--- src/rtl/hpdmc_fmlarb_if.sv ---
// Bundle of the four FML master ports and the single FML port toward the hpdmc.
// slave = arbiter side, master = requesters plus the memory controller.
interface hpdmc_fmlarb_if #(
  parameter int sdram_depth = 26
);
  logic [4*sdram_depth-1:0] m_adr;
  logic [3:0]               m_stb;
  logic [3:0]               m_we;
  logic [3:0]               m_ack;
  logic [15:0]              m_sel;
  logic [127:0]             m_di;
  logic [31:0]              m_do;

  logic [sdram_depth-1:0]   s_adr;
  logic                     s_stb;
  logic                     s_we;
  logic                     s_ack;
  logic [3:0]               s_sel;
  logic [31:0]              s_di;
  logic [31:0]              s_do;

  modport slave (
    input  m_adr, m_stb, m_we, m_sel, m_di, s_ack, s_do,
    output m_ack, m_do, s_adr, s_stb, s_we, s_sel, s_di
  );

  modport master (
    output m_adr, m_stb, m_we, m_sel, m_di, s_ack, s_do,
    input  m_ack, m_do, s_adr, s_stb, s_we, s_sel, s_di
  );
endinterface

--- src/rtl/hpdmc_fmlarb.sv ---
// Round-robin arbiter of four FML masters onto one hpdmc FML port, 4-beat bursts.
// Grant registered one cycle after a request; pending requests wait for IDLE.
module hpdmc_fmlarb #(
  parameter int sdram_depth = 26
) (
  input logic           sys_clk,
  input logic           sys_rst_n,
  hpdmc_fmlarb_if.slave fml
);

  typedef enum logic [1:0] {
    IDLE  = 2'd0,
    REQ   = 2'd1,
    BURST = 2'd2
  } state_t;

  state_t r_state, w_state_nxt;
  logic [1:0] r_grant, w_grant_nxt;
  logic [1:0] r_ptr, w_ptr_nxt;
  logic [1:0] r_cnt, w_cnt_nxt;
  logic [1:0] w_pick;
  logic       w_req;
  logic       w_busy;

  logic [sdram_depth-1:0] w_adr [4];
  logic [3:0]             w_sel [4];
  logic [31:0]            w_di  [4];

  for (genvar i = 0; i < 4; i++) begin : g_unpack
    assign w_adr[i] = fml.m_adr[i*sdram_depth +: sdram_depth];
    assign w_sel[i] = fml.m_sel[i*4 +: 4];
    assign w_di[i]  = fml.m_di[i*32 +: 32];
  end

  // Walk from the farthest offset back to ptr so the nearest requester wins.
  always_comb begin
    w_pick = r_ptr;
    for (int i = 3; i >= 0; i--) begin
      if (fml.m_stb[r_ptr + 2'(i)]) w_pick = r_ptr + 2'(i);
    end
  end

  always_ff @(posedge sys_clk or negedge sys_rst_n) begin
    if (!sys_rst_n) begin
      r_state <= IDLE;
      r_grant <= 2'd0;
      r_ptr   <= 2'd0;
      r_cnt   <= 2'd0;
    end else begin
      r_state <= w_state_nxt;
      r_grant <= w_grant_nxt;
      r_ptr   <= w_ptr_nxt;
      r_cnt   <= w_cnt_nxt;
    end
  end

  always_comb begin
    w_state_nxt = r_state;
    w_grant_nxt = r_grant;
    w_ptr_nxt   = r_ptr;
    w_cnt_nxt   = r_cnt;
    case (r_state)
      IDLE: begin
        if (|fml.m_stb) begin
          w_grant_nxt = w_pick;
          w_state_nxt = REQ;
        end
      end
      REQ: begin
        if (fml.s_ack) begin
          w_state_nxt = BURST;
          w_cnt_nxt   = 2'd3;
        end else if (!fml.m_stb[r_grant]) begin
          // Master withdrew before the controller accepted: no rotation.
          w_state_nxt = IDLE;
        end
      end
      BURST: begin
        w_cnt_nxt = r_cnt - 2'd1;
        if (r_cnt == 2'd1) begin
          w_state_nxt = IDLE;
          w_ptr_nxt   = r_grant + 2'd1;
        end
      end
      default: w_state_nxt = IDLE;
    endcase
  end

  assign w_req  = (r_state == REQ);
  assign w_busy = (r_state != IDLE);

  assign fml.s_adr = w_adr[r_grant];
  assign fml.s_we  = fml.m_we[r_grant];
  assign fml.s_stb = w_req & fml.m_stb[r_grant];
  assign fml.m_ack = (w_req && fml.s_ack) ? (4'b0001 << r_grant) : 4'b0000;
  assign fml.s_sel = w_busy ? w_sel[r_grant] : 4'h0;
  assign fml.s_di  = w_busy ? w_di[r_grant]  : 32'h0;
  assign fml.m_do  = fml.s_do;

endmodule

--- src/flat_wrapper.sv ---
// flat-port wrapper written by rule: the top's interface ports become plain ports
module hpdmc_fmlarb_flat 
#(
  parameter int sdram_depth = 26
)
  (sys_clk, sys_rst_n, fml_m_adr, fml_m_stb, fml_m_we, fml_m_sel, fml_m_di, fml_s_ack, fml_s_do, fml_m_ack, fml_m_do, fml_s_adr, fml_s_stb, fml_s_we, fml_s_sel, fml_s_di);
  hpdmc_fmlarb_if #(.sdram_depth(sdram_depth)) fml_i ();
  input logic sys_clk;
  input logic sys_rst_n;
  input wire logic [$bits(fml_i.m_adr)-1:0] fml_m_adr;
  input wire logic [$bits(fml_i.m_stb)-1:0] fml_m_stb;
  input wire logic [$bits(fml_i.m_we)-1:0] fml_m_we;
  input wire logic [$bits(fml_i.m_sel)-1:0] fml_m_sel;
  input wire logic [$bits(fml_i.m_di)-1:0] fml_m_di;
  input wire logic [$bits(fml_i.s_ack)-1:0] fml_s_ack;
  input wire logic [$bits(fml_i.s_do)-1:0] fml_s_do;
  output wire logic [$bits(fml_i.m_ack)-1:0] fml_m_ack;
  output wire logic [$bits(fml_i.m_do)-1:0] fml_m_do;
  output wire logic [$bits(fml_i.s_adr)-1:0] fml_s_adr;
  output wire logic [$bits(fml_i.s_stb)-1:0] fml_s_stb;
  output wire logic [$bits(fml_i.s_we)-1:0] fml_s_we;
  output wire logic [$bits(fml_i.s_sel)-1:0] fml_s_sel;
  output wire logic [$bits(fml_i.s_di)-1:0] fml_s_di;
  assign fml_i.m_adr = fml_m_adr;
  assign fml_i.m_stb = fml_m_stb;
  assign fml_i.m_we = fml_m_we;
  assign fml_i.m_sel = fml_m_sel;
  assign fml_i.m_di = fml_m_di;
  assign fml_i.s_ack = fml_s_ack;
  assign fml_i.s_do = fml_s_do;
  assign fml_m_ack = fml_i.m_ack;
  assign fml_m_do = fml_i.m_do;
  assign fml_s_adr = fml_i.s_adr;
  assign fml_s_stb = fml_i.s_stb;
  assign fml_s_we = fml_i.s_we;
  assign fml_s_sel = fml_i.s_sel;
  assign fml_s_di = fml_i.s_di;
  hpdmc_fmlarb #(.sdram_depth(sdram_depth)) u_core (.sys_clk(sys_clk), .sys_rst_n(sys_rst_n), .fml(fml_i));
endmodule
--- config.mk ---
export PLATFORM = sky130hd
export DESIGN_NAME = hpdmc_fmlarb_flat
export DESIGN_NICKNAME = d
export VERILOG_FILES = /design/src/rtl/hpdmc_fmlarb_if.sv /design/src/rtl/hpdmc_fmlarb.sv /design/src/flat_wrapper.sv
export SDC_FILE = /design/constraint.sdc
export NUM_CORES = 1
export LEC_CHECK = 0
export ABC_CLOCK_PERIOD_IN_PS = 2100
export BUFFER_PORTS_ARGS = -buffer_cell sky130_fd_sc_hd__buf_4
export CAP_MARGIN = 40
export CORE_AREA = 2 2 152 154
export CTS_CLUSTER_SIZE = 28
export DETAILED_ROUTE_END_ITERATION = 8
export DIE_AREA = 0 0 154 156
export PLACE_DENSITY = 0.42
export SLEW_MARGIN = 20
export SYNTH_ARGS = -nofsm -noshare
export SYNTH_HDL_FRONTEND = slang
export SYNTH_SLANG_ARGS = --single-unit
--- constraint.sdc ---
create_clock -name sys_clk -period 2.1 [get_ports sys_clk]
set_clock_uncertainty 0.1 [all_clocks]
set_input_delay 0 -clock sys_clk [delete_from_list [all_inputs] [get_ports sys_clk]]
set_output_delay 0 -clock sys_clk [all_outputs]
set_load 0.01 [all_outputs]
After elaboration in Yosys (flattened, before gate mapping)
Cells that the tools add are included.
- add/sub/neg operators: 5
- order comparisons: 6
- equality and inequality tests: 7
- shift-type cells: 1
- mux-type cells: 35
- bitwise operators: 2
- reduce and logical (&&, ||, !) cells: 9
- operators with widths (cell ; count):
    two-way mux 32 bit ; 3
    binary-select mux 32 bit (select 2 bit) ; 1
    binary-select mux 26 bit (select 2 bit) ; 1
    two-way mux 26 bit ; 2
    two-way mux 2 bit ; 9
    two-way mux 4 bit ; 4
    < comparator 2 x 3 -> 1 bit (second input constant) ; 5
    binary-select mux 1 bit (select 2 bit) ; 6
    binary-select mux 4 bit (select 2 bit) ; 1
    two-way mux 1 bit ; 6
    one-hot mux 2 bit (3 select lines) ; 1
    AND reduction 2 bit ; 3
    adder 2 x 1 -> 2 bit (second input constant) ; 2
    adder 2 bit (second input constant) ; 2
    equality test 2 x 1 -> 1 bit (second input constant) ; 2
    inequality test 2 x 1 -> 1 bit (second input constant) ; 2
    one-hot mux 2 bit (2 select lines) ; 1
    nonzero test 2 bit ; 2
    OR reduction 4 bit ; 1
    left shift 1 x 2 -> 4 bit (first input constant) ; 1
    greater-or-equal comparator 3 bit (second input constant) ; 1
    inequality test 3 bit (second input constant) ; 1
    NOT 2 -> 3 bit ; 1
    AND reduction 3 bit ; 1
    other kinds (6) ; 6
- register bits after elaboration: 8
- input bits: 291
- output and inout bits: 100
- word-level logic and storage cells: 69

Longest topological paths before layout
Gate-level depths: netlist of run 1.
- word-level depth: 7
- mapped depth: 6

Least setup slack after synthesis of run 1
Ideal clock, no wire load.
- path type: register -> register
- from: register u_core.r_grant[1]
- to: register u_core.r_ptr[1]
- data arrival time: 1385 ps
- required time: 1875 ps
- setup slack: 490 ps
- cell stages (with the launch flop): 6
- buffers on the path: 2
- period minus slack after synthesis: 1610 ps
- cell sequence: dfrtp_1 buf_2 buf_2 inv_1 ha_1 mux2_2
- longest elaborated chain between the ends: 1
- ends and longest elaborated chain (element ; line ; source):
    start, declared ; hpdmc_fmlarb.sv:18 ; logic [1:0] r_grant, w_grant_nxt;
    start signal, assigned ; hpdmc_fmlarb.sv:51 ; r_grant <= w_grant_nxt;
    adder 2 x 1 -> 2 bit ; hpdmc_fmlarb.sv:82 ; w_ptr_nxt = r_grant + 2'd1;
    end signal, assigned ; hpdmc_fmlarb.sv:52 ; r_ptr <= w_ptr_nxt;
    end, declared ; hpdmc_fmlarb.sv:19 ; logic [1:0] r_ptr, w_ptr_nxt;
Every way passes these cells.
A chain may end at the register's enable or synchronous reset.

Worst setup path after layout of run 1
- from: register u_core.r_grant[0]
- to: output fml_s_di[30]
- longest elaborated chain between the ends: 5
- ends and longest elaborated chain (element ; line ; source):
    NOT 2 -> 3 bit (implied by the code) ; hpdmc_fmlarb.sv:97 ; assign fml.s_di = w_busy ? w_di[r_grant] : 32'h0;
    binary-select mux 32 bit (select 2 bit) ; hpdmc_fmlarb.sv:97 ;
    two-way mux 32 bit (implied by the code) (2 in a row) ; hpdmc_fmlarb.sv:97 ;
    two-way mux 32 bit ; hpdmc_fmlarb.sv:97 ;
    end, declared ; flat_wrapper.sv:23 ; output wire logic [$bits(fml_i.s_di)-1:0] fml_s_di;
Every way passes these cells. The select of a mux whose other input is x is not followed.

==> flow_summary.json, run 1 <==
{
  "yosys-top-cells-area": "mux4_2, buf_4, nor2b_1, dfrtp_1, buf_6",
  "die_area_mm2": 0.0240,
  "synth.top_cell.area_share_pct": 55.8,
  "yosysSeqAreaShare_pct": 7.75,
  "nFillCells": 2386,
  "grt_pass1_wl_um": 21000,
  "cts_tree": "done",
  "rrSetupSlack_ps": 130,
  "dp_hpwl_um": 12800,
  "path_max_fanout": 34,
  "vias_per_cell": 3.97,
  "io_pins": 391,
  "clockBufferDepth": 2,
  "ant_nets": 0,
  "fmax_mhz": 502,
  "cp.required_ps": 2000,
  "synth_fp_nets": 503,
  "rsz0062_at_grt": "false",
  "num_vias": 3241,
  "synth_area_mm2": 0.00258,
  "drive_above_1_share_pct": 76.6,
  "io_buffers": 326,
  "p_per_area_mw_per_mm2": 1000,
  "crit_arrival_ps": 1890,
  "drc": 0,
  "grt_usage_pct": 11.3,
  "htreeDepth": 1,
  "syn_to_final_growth_pct": 116,
  "final_cells": 817,
  "finalCritPeriodShare_pct": 94.9,
  "grt_max_degree": 37,
  "start_kind": "register",
  "finalSetupViolations": 0,
  "ys_warn_count": 0,
  "gp_congestion": 0.859,
  "slew_viol_final": 0,
  "path_clk_slew_ps": 40,
  "synth_seq_cells": 8,
  "dp.cells": 773,
  "clock-root-buffer": "clkbuf_16",
  "worst_slew_pin_slew_ps": 500,
  "avgSynthCellArea_um2": 12.5,
  "overflow": 0,
  "routed_wl_um": 15100,
  "tns_ps": 0,
  "power.total_mw": 5.60,
  "antenna_found_initial": 0,
  "hp-class": "input port to async pin",
  "nets": 828,
  "fp.dieH_um": 156,
  "drt_iter0_drc": 160,
  "die_w_um": 154,
  "clkSinkCount": 8,
  "drv_cap": 0,
  "min_period_ps": 1990,
  "relSlewSlack_pct": 66.3,
  "cp-end-kind": "output port",
  "start_util_pct": 11.5,
  "synth_cell_type_count": 29,
  "core_mm2": 0.0224,
  "grt_pass1_vias": 3436,
  "fp-row-count": 55,
  "critPathKind": "register to output port",
  "detail_route.wl_per_cell_um": 18.5,
  "status": "finished clean",
  "ir_drop_mv": 0.569,
  "synthesis.instances": 207,
  "drt-pass1-iter-count": 4,
  "synth_top_area_cell": "mux4_2",
  "fin_hold_ws_ps": 30.7,
  "cts_buffers": 3,
  "hold_violations": 0,
  "leakagePower_nw": 2.60,
  "insertion_delay_ps": 230
}
-- final timing paths --
| path | startpoint | end | cells past startpoint |
|---|---|---|---|
| setup / recovery | u_core.r_grant[0]$_DFFE_PN0P_ | fml_s_di[30] | 4 |
| hold / removal | sys_rst_n | u_core.r_ptr[1]$_DFFE_PN0P_ | 2 |
| setup reg to reg | u_core.r_grant[0]$_DFFE_PN0P_ | u_core.r_state[0]$_DFFE_PN0P_ | 5 |
| hold reg to reg | u_core.r_cnt[0]$_DFFE_PN0P_ | u_core.r_cnt[0]$_DFFE_PN0P_ | 1 |
| max in group asynchronous | sys_rst_n | u_core.r_grant[0]$_DFFE_PN0P_ | 2 |
| min in group sys_clk | fml_m_stb[2] | u_core.r_grant[0]$_DFFE_PN0P_ | 4 |
-- registers in the layout, indices dropped and copies added (netlist names) --
signal and count:
u_core.r_state 2, u_core.r_grant 2, u_core.r_cnt 2, u_core.r_ptr 2
-- cell usage after synthesis, drive strengths merged --
library cell / n
clkbuf: 3
nand3b: 1
o221ai: 1
nor2b: 38
and3: 4
o211ai: 1
o41ai: 1
mux2: 1
nor2: 2
o21ai: 5
a221oi: 1
ha: 5
inv: 8
nand2: 4
mux4: 64
dfrtp: 8
buf: 47
o22ai: 1
nand2b: 4
a21oi: 3
o31ai: 1
a211oi: 1
a22oi: 1
nor3: 2
-- critical path: stages, from the launching register on --
cell,delay [ps]
dfrtp_4,470
buf_12,280
mux4_2,560
nor2b_1,170
buf_4,150
-- area by class of cell --
class / instances / area [µm²] / share of cell area (%)
flip-flops and latches: 8 / 208 / 3.72
clock buffers: 4 / 78.8 / 1.41
diodes: 1 / 2.50 / 0.0448
multi-input cells: 141 / 1960 / 35.1
inverters: 8 / 30.0 / 0.537
well taps: 285 / 357 / 6.38
repair buffers: 370 / 2950 / 52.8
-- layer usage --
layer,global-route usage [%],vias to the layer above,part of all wire [%]
met5,0,-,0
li1,-,1446,-
met2,20.6,203,53
met4,1.29,0,0.40
met3,2.17,4,7.8
met1,14.1,1588,39
-- what timing repair did --
| action | CTS | global route |
|---|---|---|
| hold endpoints to repair | 42 | 0 |
| buffers inserted | 0 | 3 |
| resized for setup | 0 | 1 |
| setup endpoints to repair | 0 | 1 |
| hold buffers | 35 | 0 |
-- cell families (layout without fill, tap and decap cells) --
family	count (synthesis)	after routing	synth area share, %
AND/OR/NAND/NOR	55	55	13.0
AO/OA/AOI/OAI	16	16	4.26
flip-flops	8	8	7.75
adder cells (fa/ha/maj)	5	5	2.42
buffers and inverters	58	382	16.3
multiplexers	65	65	56.2
other	0	1	0
-- through the flow --
step / utilization [%] / instance area [µm²] / setup WS [ps]
finish: 25.0 / 5590 / 108
CTS: 24.7 / 5530 / 61.3
global placement: 22.8 / 5100 / 393
detailed placement: 22.8 / 5100 / 382
global route: 25.0 / 5590 / 15.2
floorplan: - / 2580 / 490
-- cell usage in the layout (no fill, tap or decap), drive strengths merged, types with 3 or more instances in the layout --
cell         netlist  final
ha                 5      5
dlygate4sd3        0     35
and3               4      4
inv                8      8
mux4              64     64
clkbuf             3      5
o21ai              5      5
a21oi              3      3
buf               47    334
dfrtp              8      8
nand2              4      4
nand2b             4      4
nor2b             38     38
-- power by group --
part / switching, mW / internal [mW] / total [mW] / leakage (nW)
logic: 2.09 / 2.82 / 4.91 / 2.47
registers: 0.124 / 0.241 / 0.364 / 0.0893
clock network: 0.0754 / 0.253 / 0.328 / 0.0382
Power figures use the tool's default switching activity.
==> run 2: changes to the inputs <==
- ABC_CLOCK_PERIOD_IN_PS: 2100 -> 1700
- CORE_AREA: 2 2 152 154 -> 2 2 151 153
- DIE_AREA: 0 0 154 156 -> 0 0 153 155
- PLACE_DENSITY: 0.42 -> 0.44
- clock period: 2.1 -> 1.7 ns (I/O delays scaled with it)
==> run 2 against run 1 <==
Compared with the run above:
- the run now ends with setup timing left
- register-to-register slack got worse by 60 ps
- cell count rose by 1.6%
- utilization is 2.4 points higher
- die area is 1.3% lower
- combinational power grew 52%
- sequential share of layout area shrank 0.34 points
- sequential cell count did not move
- worst hold slack lost 27 ps
- via count up 2.9%
- global-route usage is 0.15 points higher
- highest routed layer unchanged
==> flow_summary.json, run 2 (synthesis results as in run 1) <==
{
  "status": "finished, violations left",
  "violations": "setup timing",
  "holdCritStartpoint": "fml_m_stb[2]",
  "relSlewSlack_pct": 65.9,
  "max_stage_delay_ps": 480,
  "drt_iter0_drc": 138,
  "cp.required_ps": 1600,
  "rsz0062_at_grt": "true",
  "htreeDepth": 1,
  "die_area_mm2": 0.0237,
  "reg2reg_from": "u_core.r_grant[0]$_DFFE_PN0P_",
  "num_vias": 3334,
  "antenna_found_initial": 0,
  "clock-root-buffer": "clkbuf_16",
  "path_clk_slew_ps": 40,
  "final_common_cell": "buf_4",
  "io_buffers": 326,
  "timing.final.ws_setup_ps": -159,
  "holdPathStages": 3,
  "rrSetupSlack_ps": 70,
  "hp-class": "input port to register",
  "antenna_cells": 0,
  "io_pins": 391,
  "grt_pass1_vias": 3569,
  "fp-row-count": 55,
  "cp_cell_sequence": "buf_12 -> clkbuf_16 -> buf_8 -> mux4_2 -> buf_6",
  "start_kind": "register",
  "start_util_pct": 11.6,
  "stdcell_area_mm2": 0.00608,
  "p_per_area_mw_per_mm2": 1360,
  "grt_max_degree": 37,
  "syn_to_final_growth_pct": 135,
  "nets": 842,
  "overflow": 0,
  "ant_nets": 0,
  "die_w_um": 153,
  "worstHoldEndpoint": "u_core.r_state[0]$_DFFE_PN0P_",
  "fmax_mhz": 538,
  "leakagePower_nw": 2.84,
  "finalSetupViolations": 64,
  "final_cell_mix": "buf_4, mux4_2, buf_6",
  "detail_route.wl_per_cell_um": 18.6,
  "finalCritPeriodShare_pct": 109,
  "worst_slew_pin_slew_ps": 505,
  "fp.dieH_um": 155,
  "crit_arrival_ps": 1760,
  "cts_buffers": 3,
  "clkSinkCount": 8,
  "r2r_cells": 6,
  "gp_congestion": 0.874,
  "ir_drop_mv": 0.512,
  "hold_violations": 0,
  "cp-end-kind": "output port",
  "drive_above_1_share_pct": 80.6,
  "tns_ps": -7760,
  "nFillCells": 2313,
  "drc": 0,
  "routed_wl_um": 15500,
  "min_period_ps": 1860,
  "dp_hpwl_um": 12700,
  "grt_usage_pct": 11.4,
  "drv_cap": 0,
  "place_ws_ps": 52.5,
  "slew_viol_final": 0,
  "placed_cell_area_mm2": 0.00516,
  "cts_tree": "done",
  "drt-pass1-iter-count": 4,
  "r2r_end": "u_core.r_state[0]$_DFFE_PN0P_",
  "core_mm2": 0.0222,
  "grt_pass1_wl_um": 21200,
  "insertion_delay_ps": 230,
  "critPathKind": "register to output port",
  "cp_slowest_cell": "dfrtp_4",
  "path_max_fanout": 6,
  "clockBufferDepth": 2,
  "vias_per_cell": 4.02
}
-- run 2: report_power, final --
group	total (mW)	switching (mW)	internal (mW)
combinational	7.44	2.96	4.48
sequential	0.423	0.131	0.292
clock	0.403	0.0905	0.312
-- run 2: worst max path at each step --
stage / from / end / slack, ps
final: u_core.r_grant[0]$_DFFE_PN0P_ / fml_s_adr[0] / -160
after global routing: u_core.r_grant[0]$_DFFE_PN0P_ / fml_s_adr[17] / -200
after CTS: u_core.r_grant[0]$_DFFE_PN0P_ / fml_s_adr[15] / -180
after detailed placement: u_core.r_grant[0]$_DFFE_PN0P_ / fml_s_adr[17] / 50
after global placement: u_core.r_grant[0]$_DFFE_PN0P_ / fml_s_adr[15] / 60
after floorplan: u_core.r_grant[1]$_DFFE_PN0P_ / u_core.r_ptr[1]$_DFFE_PN0P_ / 90
-- run 2: critical path, delay by kind of cell (launching register included) --
kind,cells,cell delay [ps]
flops,1,480
mux,1,450
buf+inv,4,590
-- run 2: metrics by stage --
stage	util (%)	total power [mW]	hold WS (ps)	cells
5_1_grt	27.3	8.80	39.2	830
2_1_floorplan	-	3.92	-396	207
3_5_place_dp	23.2	6.47	-268	779
6_report	27.3	8.26	4.03	830
3_3_place_gp	23.2	6.40	-270	779
4_1_cts	25.5	7.22	2.58	819
-- run 2: cell type report --
class / instances / area [µm²] / share of cell area [%]
multi-input combinational: 141 / 2080 / 34.2
inverter: 8 / 30.0 / 0.494
tap: 285 / 357 / 5.87
sequential: 8 / 205 / 3.38
clock buffer: 4 / 78.8 / 1.30
timing repair buffer: 384 / 3330 / 54.8
-- run 2: routing by layer --
layer,share of wire [%],up-vias,global-route usage (%)
li1,-,1475,-
met1,38,1623,14.1
met2,54,222,21.2
met3,7.9,14,2.70
met4,0.31,0,0.397
met5,0,-,0
-- run 2: timing repair --
item                       CTS  global route
buffers inserted             2             5
pin swaps                    0             1
setup endpoints to repair   64            64
cloned                       0             7
resized for setup           18            62
hold buffers                34             0
hold endpoints to repair    42             0
==> run 3: changes to the inputs <==
- ABC_CLOCK_PERIOD_IN_PS: 1700 -> default
- CORE_AREA: 2 2 151 153 -> 2 2 152 154
- DIE_AREA: 0 0 153 155 -> 0 0 154 156
- PLACE_DENSITY: 0.44 -> 0.42
- clock period: 1.7 -> 2.37 ns (I/O delays scaled with it)
==> run 3 against run 2 <==
Compared with the run above:
- the run now ends clean
- worst hold slack improved by 5.0 ps
- clock power decreased by 29%
- via count decreased by 2.8%
- first-iteration DRC count increased by 5.1%
- cell count decreased by 2.2%
- register-to-register slack improved by 740 ps
- routed wire length decreased by 4.7%
- critical path depth decreased by 1
- non-clock buffer count decreased by 19
- sequential power decreased by 21%
- power decreased by 42%
- critical endpoint is now fml_s_sel[2]
- highest routed layer unchanged
==> flow_summary.json, run 3 (synthesis results as in run 1) <==
{
  "status": "finished clean",
  "finalCritPeriodShare_pct": 84.6,
  "path_max_fanout": 42,
  "clock-root-buffer": "clkbuf_16",
  "cp_cell_sequence": "buf_12 -> mux4_2 -> nor2b_1 -> buf_4",
  "core_mm2": 0.0224,
  "fp.dieH_um": 156,
  "io_buffers": 326,
  "final_common_cell": "buf_4",
  "insertion_delay_ps": 230,
  "drt_iter0_drc": 145,
  "post_cts_buffers": 0,
  "placed_cell_area_mm2": 0.00508,
  "path_clk_slew_ps": 40,
  "ir_drop_mv": 0.351,
  "start_kind": "register",
  "die_area_mm2": 0.0240,
  "drc": 0,
  "met1_length_um": 5780,
  "num_vias": 3241,
  "p_per_area_mw_per_mm2": 870,
  "fp-row-count": 55,
  "nFillCells": 2355,
  "gp_congestion": 0.848,
  "drv_cap": 0,
  "routed_wl_um": 14700,
  "crit_family": "multiplexers",
  "ant_nets": 0,
  "rsz0062_at_grt": "false",
  "grt_pass1_vias": 3471,
  "dp_hpwl_um": 12600,
  "wl_met2_um": 7650,
  "crit_arrival_ps": 1910,
  "clkSinkCount": 8,
  "io_pins": 391,
  "hp-class": "input port to register",
  "relSlewSlack_pct": 64.6,
  "fin_hold_ws_ps": 9.04,
  "nets": 823,
  "cp-end-kind": "output port",
  "drt-pass1-iter-count": 4,
  "leakagePower_nw": 2.56,
  "min_period_ps": 2010,
  "critPathKind": "register to output port",
  "tns_ps": 0,
  "fmax_mhz": 499,
  "drive_above_1_share_pct": 76.6,
  "hold_violations": 0,
  "start_util_pct": 11.5,
  "stdcell_area_mm2": 0.00550,
  "cts_tree": "done",
  "cp_num_buf_inv": 2,
  "vias_per_cell": 3.99,
  "clockBufferDepth": 2,
  "htreeDepth": 1,
  "cp_slowest_cell": "mux4_2",
  "worst_slew_pin_slew_ps": 525,
  "finalSetupViolations": 0,
  "wl_met3_um": 1260,
  "overflow": 0,
  "antenna_found_initial": 1,
  "syn_to_final_growth_pct": 113,
  "cts_buffers": 3,
  "cp.required_ps": 2270,
  "grt_max_degree": 43,
  "slew_viol_final": 0,
  "routed.top_layer": "met4",
  "grt_usage_pct": 11.0,
  "max_stage_delay_ps": 560,
  "grt_pass1_wl_um": 20600,
  "final_cell_mix": "buf_4, mux4_2, nor2b_1",
  "detail_route.wl_per_cell_um": 18.2,
  "die_w_um": 154
}
[run 3: metrics by stage]
step	util (%)	total power, mW	cells	worst slack, ps
floorplan	-	2.81	207	760
global placement	22.7	4.48	773	635
detailed placement	22.7	4.50	773	610
CTS	24.6	4.88	811	352
global route	24.6	5.15	811	267
finish	24.6	4.78	812	364
[run 3: final timing paths]
path	startpoint	to	slack, ps	cells after the start
worst max-delay path	u_core.r_grant[0]$_DFFE_PN0P_	fml_s_sel[2]	360	4
max in group asynchronous	sys_rst_n	u_core.r_grant[0]$_DFFE_PN0P_	1990	2
worst max register to register	u_core.r_grant[0]$_DFFE_PN0P_	u_core.r_ptr[1]$_DFFE_PN0P_	810	4
worst min-delay path	fml_m_stb[3]	u_core.r_state[0]$_DFFE_PN0P_	9	3
worst min register to register	u_core.r_cnt[0]$_DFFE_PN0P_	u_core.r_cnt[0]$_DFFE_PN0P_	440	1
min in group asynchronous	sys_rst_n	u_core.r_cnt[0]$_DFFE_PN0P_	30	2
[run 3: layer usage]
metal | global-route usage (%) | vias up
met4 | 0.623 | 0
met1 | 14.0 | 1593
met5 | 0 | -
li1 | - | 1434
met3 | 2.42 | 4
met2 | 19.9 | 210
[run 3: where the power goes]
group	internal [mW]	total (mW)	switching, mW
Combinational	2.36	4.16	1.81
Clock	0.224	0.286	0.0626
Sequential	0.213	0.333	0.120
Total	2.80	4.78	1.99
[run 3: tightest hold or removal path: stages]
cell and delay [ps]:
buf_4 100, o41ai_2 110, o21ai_0 80
[run 3: repair_timing]
| action | CTS | global route |
|---|---|---|
| resized for setup | 0 | 0 |
| hold buffers | 34 | 0 |
| endpoints found under the hold margin | 42 | 0 |
[run 3: cell type report]
class / instances / area [µm²] / share of cell area (%)
Timing Repair Buffer: 365 / 2860 / 52.1
Multi-Input combinational cell: 141 / 1960 / 35.7
Tap cell: 285 / 357 / 6.48
Sequential cell: 8 / 208 / 3.78
Clock buffer: 4 / 78.8 / 1.43
Inverter: 8 / 30.0 / 0.546
Antenna cell: 1 / 2.50 / 0.0455
